==> config.mk <==
export PLATFORM = sky130hd
export DESIGN_NAME = addarray_ctrl
export DESIGN_NICKNAME = d
export VERILOG_FILES = /design/src/rtl/addarray_ctrl_pkg.sv /design/src/rtl/addarray_lane_reg.sv /design/src/rtl/addarray_ctrl.sv
export SDC_FILE = /design/constraint.sdc
export NUM_CORES = 1
export LEC_CHECK = 0
export CORE_ASPECT_RATIO = 0.8
export CORE_MARGIN = 3
export CORE_UTILIZATION = 40
export CTS_CLUSTER_SIZE = 25
export DETAILED_ROUTE_END_ITERATION = 8
export GPL_TIMING_DRIVEN = 0
export MAX_ROUTING_LAYER = met4
export PLACE_DENSITY = 0.77
export RECOVER_POWER = 100
export SLEW_MARGIN = 30
export SYNTH_ARGS = -nofsm -noshare
export SYNTH_HDL_FRONTEND = slang
export SYNTH_HIERARCHICAL = 1
export SYNTH_SLANG_ARGS = --single-unit
==> constraint.sdc <==
create_clock -name sys_clk -period 6.4 [get_ports sys_clk]
set_input_delay 1.6 -clock sys_clk [delete_from_list [all_inputs] [get_ports sys_clk]]
set_output_delay 1.6 -clock sys_clk [all_outputs]
set_load 0.05 [all_outputs]
==> src/rtl/addarray_ctrl_pkg.sv <==
// Shared types and constants for the add-array sequencer.
package addarray_ctrl_pkg;

    localparam int unsigned LANES  = 4;
    localparam int unsigned LANE_W = 16;
    localparam int unsigned DATA_W = LANES * LANE_W;
    localparam int unsigned MODE_W = 3;
    localparam int unsigned WAIT_W = 2;

    typedef enum logic [2:0] {
        ST_IDLE  = 3'd0,
        ST_ISSUE = 3'd1,
        ST_WAIT  = 3'd2,
        ST_CAPT  = 3'd3,
        ST_FIN   = 3'd4
    } state_e;

    // daddmode encodings understood by the add array
    localparam logic [MODE_W-1:0] DADD_WRAP16  = 3'd0;  // plain 16-bit wrap add
    localparam logic [MODE_W-1:0] DADD_SAT8    = 3'd1;  // Gouraud intensity, clamp 8.8
    localparam logic [MODE_W-1:0] DADD_Z32_LO  = 3'd2;  // low half of 32-bit Z
    localparam logic [MODE_W-1:0] DADD_Z32_HI  = 3'd3;  // high half, carry-in from lo
    localparam logic [MODE_W-1:0] DADD_SAT16   = 3'd4;  // unsigned 16-bit clamp

    // Extract lane n from a packed four-lane word
    function automatic logic [LANE_W-1:0] lane_of(input logic [DATA_W-1:0] d,
                                                  input int unsigned n);
        return d[LANE_W*n +: LANE_W];
    endfunction

endpackage

==> src/rtl/addarray_lane_reg.sv <==
// One lane's accumulator and step registers with load/capture muxing.
module addarray_lane_reg
    import addarray_ctrl_pkg::*;
(
    input  logic              sys_clk,
    input  logic              reset_n,
    input  logic              ld_acc,
    input  logic              ld_step,
    input  logic              cap,
    input  logic [LANE_W-1:0] ld_lane,
    input  logic [LANE_W-1:0] addq,
    output logic [LANE_W-1:0] acc,
    output logic [LANE_W-1:0] step
);

    // Capture and load are never both asserted; capture wins if they were
    always_ff @(posedge sys_clk) begin
        if (!reset_n) begin
            acc  <= '0;
            step <= '0;
        end else begin
            if (cap) begin
                acc <= addq;
            end else if (ld_acc) begin
                acc <= ld_lane;
            end
            if (ld_step) begin
                step <= ld_lane;
            end
        end
    end

endmodule

==> src/rtl/addarray_ctrl.sv <==
// Sequencer driving the four-lane add array along a span.
module addarray_ctrl
    import addarray_ctrl_pkg::*;
#(
    parameter int unsigned ADD_LAT = 1,
    parameter int unsigned CNT_W   = 16
) (
    input  logic              sys_clk,
    input  logic              reset_n,
    input  logic              clk_0,
    input  logic              ld_acc,
    input  logic              ld_step,
    input  logic [DATA_W-1:0] ld_data,
    input  logic [MODE_W-1:0] mode_in,
    input  logic [CNT_W-1:0]  count_in,
    input  logic              start,
    output logic              busy,
    output logic              done,
    output logic              acc_vld,
    output logic [DATA_W-1:0] acc_q,
    output logic [LANE_W-1:0] adda_0,
    output logic [LANE_W-1:0] adda_1,
    output logic [LANE_W-1:0] adda_2,
    output logic [LANE_W-1:0] adda_3,
    output logic [LANE_W-1:0] addb_0,
    output logic [LANE_W-1:0] addb_1,
    output logic [LANE_W-1:0] addb_2,
    output logic [LANE_W-1:0] addb_3,
    output logic [MODE_W-1:0] daddmode,
    input  logic [LANE_W-1:0] addq_0,
    input  logic [LANE_W-1:0] addq_1,
    input  logic [LANE_W-1:0] addq_2,
    input  logic [LANE_W-1:0] addq_3
);

    state_e              state_q;
    logic [CNT_W-1:0]    cnt_q;
    logic [WAIT_W-1:0]   wait_q;
    logic [MODE_W-1:0]   mode_q;
    logic [MODE_W-1:0]   daddmode_q;
    logic                busy_q;
    logic                done_q;
    logic                acc_vld_q;
    logic [LANE_W-1:0]   adda_q [LANES];
    logic [LANE_W-1:0]   addb_q [LANES];
    logic [LANE_W-1:0]   acc_a  [LANES];
    logic [LANE_W-1:0]   step_a [LANES];
    logic [LANE_W-1:0]   addq_a [LANES];

    logic ld_acc_en_c;
    logic ld_step_en_c;
    logic cap_en_c;

    // Loads only land while idle; capture only in CAPT; both need the phase enable
    assign ld_acc_en_c  = clk_0 && (state_q == ST_IDLE) && ld_acc;
    assign ld_step_en_c = clk_0 && (state_q == ST_IDLE) && ld_step;
    assign cap_en_c     = clk_0 && (state_q == ST_CAPT);

    assign addq_a[0] = addq_0;
    assign addq_a[1] = addq_1;
    assign addq_a[2] = addq_2;
    assign addq_a[3] = addq_3;

    addarray_lane_reg u_lane0 (
        .sys_clk (sys_clk), .reset_n (reset_n),
        .ld_acc  (ld_acc_en_c), .ld_step (ld_step_en_c), .cap (cap_en_c),
        .ld_lane (lane_of(ld_data, 0)), .addq (addq_a[0]),
        .acc     (acc_a[0]), .step (step_a[0])
    );
    addarray_lane_reg u_lane1 (
        .sys_clk (sys_clk), .reset_n (reset_n),
        .ld_acc  (ld_acc_en_c), .ld_step (ld_step_en_c), .cap (cap_en_c),
        .ld_lane (lane_of(ld_data, 1)), .addq (addq_a[1]),
        .acc     (acc_a[1]), .step (step_a[1])
    );
    addarray_lane_reg u_lane2 (
        .sys_clk (sys_clk), .reset_n (reset_n),
        .ld_acc  (ld_acc_en_c), .ld_step (ld_step_en_c), .cap (cap_en_c),
        .ld_lane (lane_of(ld_data, 2)), .addq (addq_a[2]),
        .acc     (acc_a[2]), .step (step_a[2])
    );
    addarray_lane_reg u_lane3 (
        .sys_clk (sys_clk), .reset_n (reset_n),
        .ld_acc  (ld_acc_en_c), .ld_step (ld_step_en_c), .cap (cap_en_c),
        .ld_lane (lane_of(ld_data, 3)), .addq (addq_a[3]),
        .acc     (acc_a[3]), .step (step_a[3])
    );

    // Span sequencer; pulses clear only on enabled edges so they hold across clk_0=0
    always_ff @(posedge sys_clk) begin
        if (!reset_n) begin
            state_q    <= ST_IDLE;
            cnt_q      <= '0;
            wait_q     <= '0;
            mode_q     <= '0;
            daddmode_q <= '0;
            busy_q     <= 1'b0;
            done_q     <= 1'b0;
            acc_vld_q  <= 1'b0;
            for (int i = 0; i < LANES; i++) begin
                adda_q[i] <= '0;
                addb_q[i] <= '0;
            end
        end else if (clk_0) begin
            done_q    <= 1'b0;
            acc_vld_q <= 1'b0;
            case (state_q)
                ST_IDLE: begin
                    if (start) begin
                        mode_q <= mode_in;
                        cnt_q  <= count_in;
                        if (count_in == '0) begin
                            state_q <= ST_FIN;
                        end else begin
                            state_q <= ST_ISSUE;
                            busy_q  <= 1'b1;
                        end
                    end
                end
                ST_ISSUE: begin
                    for (int i = 0; i < LANES; i++) begin
                        adda_q[i] <= acc_a[i];
                        addb_q[i] <= step_a[i];
                    end
                    daddmode_q <= mode_q;
                    wait_q     <= WAIT_W'(ADD_LAT);
                    state_q    <= ST_WAIT;
                end
                ST_WAIT: begin
                    wait_q <= wait_q - WAIT_W'(1);
                    if (wait_q == WAIT_W'(1)) begin
                        state_q <= ST_CAPT;
                    end
                end
                ST_CAPT: begin
                    acc_vld_q <= 1'b1;
                    cnt_q     <= cnt_q - CNT_W'(1);
                    if (cnt_q == CNT_W'(1)) begin
                        state_q <= ST_FIN;
                    end else begin
                        state_q <= ST_ISSUE;
                    end
                end
                ST_FIN: begin
                    done_q  <= 1'b1;
                    busy_q  <= 1'b0;
                    state_q <= ST_IDLE;
                end
                default: begin
                    state_q <= ST_IDLE;
                end
            endcase
        end
    end

    assign busy     = busy_q;
    assign done     = done_q;
    assign acc_vld  = acc_vld_q;
    assign acc_q    = {acc_a[3], acc_a[2], acc_a[1], acc_a[0]};
    assign adda_0   = adda_q[0];
    assign adda_1   = adda_q[1];
    assign adda_2   = adda_q[2];
    assign adda_3   = adda_q[3];
    assign addb_0   = addb_q[0];
    assign addb_1   = addb_q[1];
    assign addb_2   = addb_q[2];
    assign addb_3   = addb_q[3];
    assign daddmode = daddmode_q;

endmodule

======== After elaboration in Yosys (flattened, before gate mapping) ========
Memory sizes are Yosys's and may differ from the RTL's.
Cells that the tools add are included.
storage, ports and cells
  bits in registers ....................... 158
  bits in writable memories ............... 128
  input port bits ......................... 153
  output and inout bits ................... 198
  logic and storage cells ................. 87
  memories ................................ 2
cells by class
  add/subtract/negate cells ............... 2
  equality and inequality tests ........... 9
  mux-type cells .......................... 34
  bitwise logic cells ..................... 8
  reductions and logical operators ........ 16
memory list
  name    depth  bits a word  read ports  clocked after memory_dff  wr ports  RTL line             text
  adda_q  4      16           4           0                         4         addarray_ctrl.sv:44  logic [LANE_W-1:0] adda_q [LANES];
  addb_q  4      16           4           0                         4         addarray_ctrl.sv:45  logic [LANE_W-1:0] addb_q [LANES];
operators with widths
  kind                                                                    count
  16-bit two-way mux                                                      17
  16-bit case mux with 2 select lines                                     1
  16-bit by 1-bit equality test with 1-bit output, second input constant  1
  16-bit zero test                                                        1
  16-bit by 1-bit subtractor with 16-bit output, second input constant    1
  3-bit two-way mux                                                       4
  3-bit case mux with 4 select lines                                      1
  1-bit two-way mux                                                       9
  3-bit AND reduction                                                     3
  1-bit bitwise OR                                                        8
  2-bit nonzero test                                                      4
  3-bit by 2-bit equality test with 1-bit output, second input constant   2
  2-bit != test, second input constant                                    3
  1-bit logical AND                                                       4
  2-bit case mux with 2 select lines                                      1
  2-bit AND reduction                                                     2
  4-bit AND reduction                                                     1
  3-bit by 1-bit equality test with 1-bit output, second input constant   1
  3-bit equality test, second input constant                              1
  3-bit zero test                                                         1
  2-bit by 1-bit equality test with 1-bit output, second input constant   1
  1-bit case mux with 2 select lines                                      1
  2-bit by 1-bit subtractor with 2-bit output, second input constant      1

======== Logic depth before layout (Yosys ltp) ========
Gate-level depths: netlist of run 1.
  depth in word-level cells ............... 6
  mapped depth ............................ 7
  gate-level depth less buffers ........... 6

======== Hierarchy ========
Netlist of run 1, hierarchy kept.
modules (own cells, without submodules)
  module             instances  cells an instance  area an instance (um^2)  sequential area each (um^2)
  addarray_ctrl      1          512                6570.1                   4444.3
  addarray_lane_reg  4          122                1448.9                   640.6

======== Worst setup path after synthesis of run 1 ========
OpenSTA, ideal clock, no wires.
  kind .................................... input to register
  start ................................... in clk_0
  end ..................................... mem adda_q[0][0] (enable)
  setup time .............................. 481 ps
  arrival time ............................ 4694 ps
  required time ........................... 5919 ps
  path slack .............................. 1224 ps
  cell stages on the path ................. 5
  buffers on the path ..................... 1
  cell sequence ........................... buf_2 -> nor2b_1 -> and3_1 -> nor2b_1 -> inv_1
RTL lines
  item             RTL line             text
  start, declared  addarray_ctrl.sv:10  input logic clk_0,
  end, declared    addarray_ctrl.sv:44

======== Final worst setup path of run 1 ========
  start ................................... in clk_0
  end ..................................... reg u_lane1.step[8]
between the ends
  word-level cells in the longest chain between the ends .. 2
ends and longest elaborated chain
  item                            RTL line                 text
  1-bit logical AND (2 in a row)  addarray_ctrl.sv:56      assign ld_step_en_c = clk_0 && (state_q == ST_IDLE) && ld_step;
  via ld_step_en_c                addarray_ctrl.sv:51      logic ld_step_en_c;
  end signal, assigned            addarray_lane_reg.sv:28  step <= ld_lane;
  end, declared                   addarray_lane_reg.sv:13  output logic [LANE_W-1:0] step
The timed path passes the listed nets, and every way through them passes these cells.
A chain may end at the register's enable or synchronous reset.

==> results of run 1 <==
-- through the flow --
stage	hold WS (ns)	total power, mW	instance area [um^2]
floorplan	0.442	2.60	12400
global placement	0.451	2.93	16400
detailed placement	0.461	2.93	16400
CTS	0.471	4.48	17300
global route	0.488	4.55	17100
finish	0.473	4.39	17100
-- report_power, final --
group	switching (mW)	total [mW]	internal, mW
combinational	0.488	0.789	0.301
clock	0.710	1.54	0.833
sequential	0.0496	2.06	2.01
total	1.25	4.39	3.14
-- placed cells by master (no fill, tap or decap), types with 13 or more instances in the layout --
| cell | count |
|---|---|
| clkdlybuf4s50_1 | 149 |
| clkbuf_16 | 29 |
| o211a_1 | 66 |
| mux2_1 | 36 |
| dlygate4sd3_1 | 199 |
| mux2i_1 | 64 |
| dfxtp_1 | 158 |
| clkbuf_1 | 72 |
| nor2_1 | 14 |
| mux2_2 | 27 |
| nor2b_1 | 71 |
| and3_1 | 132 |
| buf_2 | 13 |
| nand2_1 | 26 |
| edfxtp_1 | 128 |
| nand2b_1 | 63 |
| o21ai_0 | 14 |
| a21oi_1 | 14 |
-- cell type report --
type / instances / area, um^2
clock buffer: 38 / 759
tap: 406 / 508
clock inverter: 16 / 78.8
fill: 2553 / 12800
antenna: 2 / 5.00
timing repair buffer: 351 / 3540
buffer: 82 / 412
sequential: 286 / 7010
multi-input combinational: 625 / 4740
inverter: 7 / 33.8
-- worst reg2reg max path: stages, from the launching register on --
cell and delay, ns:
dfxtp_1 0.31, buf_6 0.13, nor4b_1 1.03, and2_0 0.48, clkbuf_1 0.50, clkbuf_1 0.68
mux2i_1 0.27, nor2b_1 0.06
-- per-layer routing --
metal,vias up,global-route usage,wire length [um]
met1,4639,0.297,16900
li1,4437,-,-
met5,-,-,0
met3,45,0.0590,2770
met4,0,0.0438,650
met2,341,0.370,18200
-- kinds of logic (layout without fill, tap and decap cells) --
kind of cell	Yosys count	after routing
AO/OA/AOI/OAI	135	135
adder cells (fa/ha/maj)	3	3
AND/OR/NAND/NOR	356	356
other	0	2
buffers and inverters	89	494
flip-flops	286	286
multiplexers	131	131
-- final timing paths --
kind / slack, ns / startpoint / end / depth (start not counted)
min reg2reg: 0.47 / mode_q[1]$_SDFFE_PN0P_ / mode_q[1]$_SDFFE_PN0P_ / 2
min: 0.47 / mode_q[1]$_SDFFE_PN0P_ / mode_q[1]$_SDFFE_PN0P_ / 2
max: 1.88 / clk_0 / u_lane1/step[8]$_SDFFE_PN0P_ / 7
max reg2reg: 2.83 / state_q[0]$_SDFFE_PN0P_ / u_lane1/step[8]$_SDFFE_PN0P_ / 7
==> summary.md, run 1 <==
| Metric | Value |
|---|---|
| Syn_area_per_cell | `12.4 um^2` |
| Biggest area consumer among synthesized cells | `edfxtp_1` |
| Synth Flop Type | `dfxtp_1` |
| Complex-gate fraction of the synthesized area | `0.0910` |
| Fmax | `0.221 GHz` |
| Top cell type's share of synthesized area | `0.311` |
| Largest regs | `adda_q: 64 flops, addb_q: 64 flops` |
| Util after Layout | `0.572` |
| Flops & latches, synth | `286` |
| H-tree Lvls | `1` |
| Post-synth top cells | `158 x dfxtp_1, 132 x and3_1, 128 x edfxtp_1` |
| Die ar. | `33,100 um^2` |
| Largest net degree at the start of global routing | `85` |
| # nets final | `1,538` |
| Effective utilization at floorplan | `0.414` |
| CP Data Arrival Time | `4.96 ns` |
| Initial DRC count | `593` |
| Status | `completed` |
| Fin crit period | `4.52 ns` |
| Crit path kind | `input port to flop` |
| Sink Count | `286` |
| Grt ovf | `0` |
| Main combinational cell family by area after synthesis | `simple AND/OR/NAND/NOR gates` |
| Worst path cell trace | `clkbuf_1, nor4b_1, and2_0, clkbuf_1, clkbuf_1, mux2i_1, nor2b_1` |
| Die Wd | `203 um` |
| Most used cell, CP | `clkbuf_1` |
| Req. time, crit path | `6.84 ns` |
| Syn Nets | `1,156` |
| Crit start category | `input port` |
| Area Overhead vs Synth | `38.2%` |
| Leading post-synthesis cells by cell area | `edfxtp_1 31%, dfxtp_1 26%, and3_1 6.7%` |
| Post-synth EDFFs | `128` |
| Total GRT Usage | `0.229` |
| Max VDD drop | `0.178 mV` |
| HP Class | `flop to flop` |
| Setup Total Neg Slack | `0 ns` |
| Die Y | `163 um` |
| WL final | `38.5 mm` |
| Tcrit/Tclk final | `0.706` |
| Post-synthesis mux area share | `0.125` |
| Setup WS post-layout | `1.88 ns` |
| Post-Synth Simple-Gate Area | `0.175` |
| Kind of end point of the critical path | `flop` |
| IO Pins | `351` |
| Core area | `29,800 um^2` |
| Final HPWL DP | `28.2 mm` |
| Yosys warnings | `6` |
| CTS max path bufs | `3` |
| Via count | `9,462` |
| Worst stage delay on the critical path | `1.04 ns` |
| Drt first pass iters | `5` |
| First-pass GRT wire length | `57.3 mm` |
| Leak | `7.75 nW` |
| Synth Area in XOR/XNOR | `0` |
| # DRC | `0` |
| Initial antenna violation count | `1` |
| Delay-heaviest family, CP | `simple AND/OR/NAND/NOR gates` |
| Mapped Cells | `1,000` |
| Core Rows | `56` |
| Placed Cells | `1,757` |
| Post-synth ARST share | `0` |
| Vias/cell | `5.22` |
| Post-place setup slack | `2.46 ns` |
| # port buffers | `349` |
| PostCTS Resize Cnt | `0` |
| Synth Area in Adders | `0.00304` |
| Avg WL per Cell | `21.2 um` |
| Post-synthesis sequential area ratio | `0.567` |
| ANT nets after route | `0` |
| Layout cells sized above 1 | `0.0705` |
| Slew HR | `0.0120` |
| CTS buffer count | `29` |
| Final Setup Violations | `0` |
| Cts-stage hold buffer count | `0` |
| Final Hold Fails | `0` |
| Clock skew | `0.0110 ns` |
| Worst-skew pair later-pin latency | `0.56 ns` |
| Routability cong. | `0.914` |
| Clk Tree Root Cell | `clkbuf_16` |
| Register clock-pin slew on the reported worst setup and hold paths | `0.06 ns` |
| Power per cell area | `257 nW/um^2` |
| Max-cap violation count | `0` |
| WP buf/inv | `3` |
| Worst slew pin tran | `1.48 ns` |
| Slowest cell on crit path | `nor4b_1` |
| Synth cell types | `51` |
| RSZ-0062 raised after global routing | `no` |
| Number of global-route vias before repair | `9,500` |
| Post-Syn Area | `12,400 um^2` |
| Slew Limit Fails | `0` |
| Number of post-CTS setup repair buffers | `0` |
| CTS tree | `yes` |
| Most common cell in the netlist | `dfxtp_1` |
| Largest fanout on the critical path | `10` |
| Final Non-Filler Cells | `1,813` |
No activity file was read; power rests on OpenSTA's default activity.
==> run 2: changes to the inputs <==
==> constraint.sdc (replaced) <==
create_clock -name sys_clk -period 4.6 [get_ports sys_clk]
set_input_delay 1.15 -clock sys_clk [delete_from_list [all_inputs] [get_ports sys_clk]]
set_output_delay 1.15 -clock sys_clk [all_outputs]
set_load 0.05 [all_outputs]
==> run 2 against run 1 <==
Net effect:
- via count rose by 1.5%
- clock power rose by 69%
- setup slack got worse by 0.99 ns
- critical path type unchanged
- critical endpoint is now u_lane1/step[9]$_SDFFE_PN0P_
==> summary.md, run 2 (synthesis results as in run 1) <==
| Metric | Value |
|---|---|
| Status | `completed` |
| Vias/cell | `5.28 (+1.2%)` |
| Delay-heaviest family, CP | `simple AND/OR/NAND/NOR gates` |
| DP Area | `16,500 um^2 (+0.51%)` |
| Die Wd | `203 um (unchanged)` |
| Via count | `9,608 (+1.5%)` |
| Kind of end point of the critical path | `flop` |
| HP Class | `flop to flop` |
| H-tree Lvls | `1 (unchanged)` |
| Most used cell, CP | `clkbuf_1` |
| Sink Count | `286 (unchanged)` |
| PostCTS Resize Cnt | `0 (unchanged)` |
| Grt ovf | `0 (unchanged)` |
| RSZ-0062 raised after global routing | `no` |
| Worst stage delay on the critical path | `1.02 ns (-0.02 ns)` |
| Final HPWL DP | `28.7 mm (+1.8%)` |
| WP buf/inv | `3 (unchanged)` |
| # port buffers | `349 (unchanged)` |
| IO Pins | `351 (unchanged)` |
| Largest regs | `adda_q: 64 flops, addb_q: 64 flops` |
| Worst slew pin tran | `1.21 ns (-0.271 ns)` |
| Crit start category | `input port` |
| Setup WS post-layout | `0.886 ns (-0.994 ns)` |
| CTS max path bufs | `3 (unchanged)` |
| Post-place setup slack | `0.867 ns (-1.59 ns)` |
| Avg WL per Cell | `21.3 um (+0.44%)` |
| Switching Power | `1.76 mW (+41%)` |
| Fmax | `0.269 GHz` |
| Power share of the sequential group | `0.434 (-0.034)` |
| First-pass GRT wire length | `58.8 mm (+2.7%)` |
| Clk Tree Root Cell | `clkbuf_16` |
| Most common cell after layout, fill and taps aside | `dlygate4sd3_1` |
| Max VDD drop | `0.250 mV (+41%)` |
| Final Hold Fails | `0 (unchanged)` |
| Power per cell area | `377 nW/um^2 (+47%)` |
| Final Setup Violations | `0 (unchanged)` |
| Setup Total Neg Slack | `0 ns (unchanged)` |
| Drt first pass iters | `5 (unchanged)` |
| WL final | `38.8 mm (+0.83%)` |
| Slew Limit Fails | `0 (unchanged)` |
| Worst-skew pair later-pin latency | `0.55 ns (about the same)` |
| Clock skew | `0.00776 ns (-0.00322 ns)` |
| Max-cap violation count | `0 (unchanged)` |
| CTS buffer count | `30 (+3.4%)` |
| Largest fanout on the critical path | `10 (unchanged)` |
| Leak | `7.93 nW (+2.3%)` |
| Total GRT Usage | `0.236 (+0.00643)` |
| Fin crit period | `3.71 ns` |
| Combinational group share of total power | `0.170 (-0.010)` |
| Internal power | `4.83 mW (+54%)` |
| Req. time, crit path | `5.04 ns (-1.80 ns)` |
| Power share of the clock group | `0.396 (+0.044)` |
| # DRC | `0 (unchanged)` |
| Routability cong. | `0.907 (-0.84%)` |
| Number of global-route vias before repair | `9,944 (+4.7%)` |
| Die ar. | `33,100 um^2 (unchanged)` |
| Tcrit/Tclk final | `0.807` |
| Area Overhead vs Synth | `41.0%` |
| Cts-stage hold buffer count | `0 (unchanged)` |
| Finished layout cell area | `17,400 um^2 (+2.1%)` |
| Core area | `29,800 um^2 (unchanged)` |
| Slowest cell on crit path | `nor4b_1` |
| Slew HR | `0.181 (+0.169)` |
| Crit path kind | `input port to flop` |
| Core Rows | `56 (unchanged)` |
| Worst path cell trace | `clkbuf_1, nor4b_1, and2_0, clkbuf_1, buf_4, mux2i_1, nor2b_1` |
| Most frequent cells in the layout | `200 x dlygate4sd3_1, 158 x dfxtp_1, 148 x clkdlybuf4s50_1` |
| CTS tree | `yes` |
| Effective utilization at floorplan | `0.414 (unchanged)` |
| ANT nets after route | `0 (unchanged)` |
| Sw Share | `0.267 (-0.0177)` |
| Register clock-pin slew on the reported worst setup and hold paths | `0.06 ns (about the same)` |
| # nets final | `1,543 (+0.33%)` |
| Initial antenna violation count | `3 (+2)` |
| Largest net degree at the start of global routing | `30 (-65%)` |
| Number of post-CTS setup repair buffers | `0 (unchanged)` |
| Layout cells sized above 1 | `0.0829 (+0.0125)` |
| Initial DRC count | `611 (+3.0%)` |
| CP Data Arrival Time | `4.15 ns (-0.81 ns)` |
| Final hold slack | `0.475 ns (+0.00224 ns)` |
| Die Y | `163 um (unchanged)` |
## run 2: final timing paths
kind / from / end / slack (ns) / cells after the start
max: clk_0 / u_lane1/step[9]$_SDFFE_PN0P_ / 0.89 / 7
min: mode_q[0]$_SDFFE_PN0P_ / mode_q[0]$_SDFFE_PN0P_ / 0.48 / 2
max reg2reg: state_q[0]$_SDFFE_PN0P_ / u_lane1/step[9]$_SDFFE_PN0P_ / 1.41 / 7
min reg2reg: mode_q[0]$_SDFFE_PN0P_ / mode_q[0]$_SDFFE_PN0P_ / 0.48 / 2
## run 2: layer usage
metal | track usage | routed length, um | vias to the layer above
li1 | - | - | 4460
met5 | - | 0 | -
met4 | 0.0554 | 854 | 0
met3 | 0.0584 | 3090 | 58
met2 | 0.372 | 18100 | 373
met1 | 0.309 | 16800 | 4717
## run 2: worst reg2reg max path, cell delays in order, from the launching register on
cell and delay [ns]:
dfxtp_1 0.31, buf_6 0.13, nor4b_1 1.01, and2_0 0.48
clkbuf_1 0.51, buf_4 0.34, mux2i_1 0.23, nor2b_1 0.07
## run 2: metrics by stage
| step | util | instances | total power, mW |
|---|---|---|---|
| after floorplan | - | 1000 | 3.61 |
| after detailed placement | 0.553 | 1761 | 4.09 |
| after global placement | 0.548 | 1755 | 4.07 |
| final | 0.584 | 1820 | 6.58 |
| after global routing | 0.584 | 1819 | 6.82 |
| after CTS | 0.589 | 1817 | 6.71 |
## run 2: final cells by class
class,instances,area [um^2]
fill,2476,12400
sequential,286,7010
multi-input combinational,625,4740
timing repair buffer,355,3630
clock buffer,40,872
tap,406,508
buffer,82,448
clock inverter,16,200
inverter,7,27.5
antenna,3,7.51
## run 2: power by group through the flow
stage	combinational [mW]	clock, mW	sequential (mW)
global placement	1.15	0	2.92
floorplan	0.376	0	3.24
global route	1.18	2.77	2.87
CTS	1.18	2.66	2.86
finish	1.12	2.61	2.86
detailed placement	1.18	0	2.92
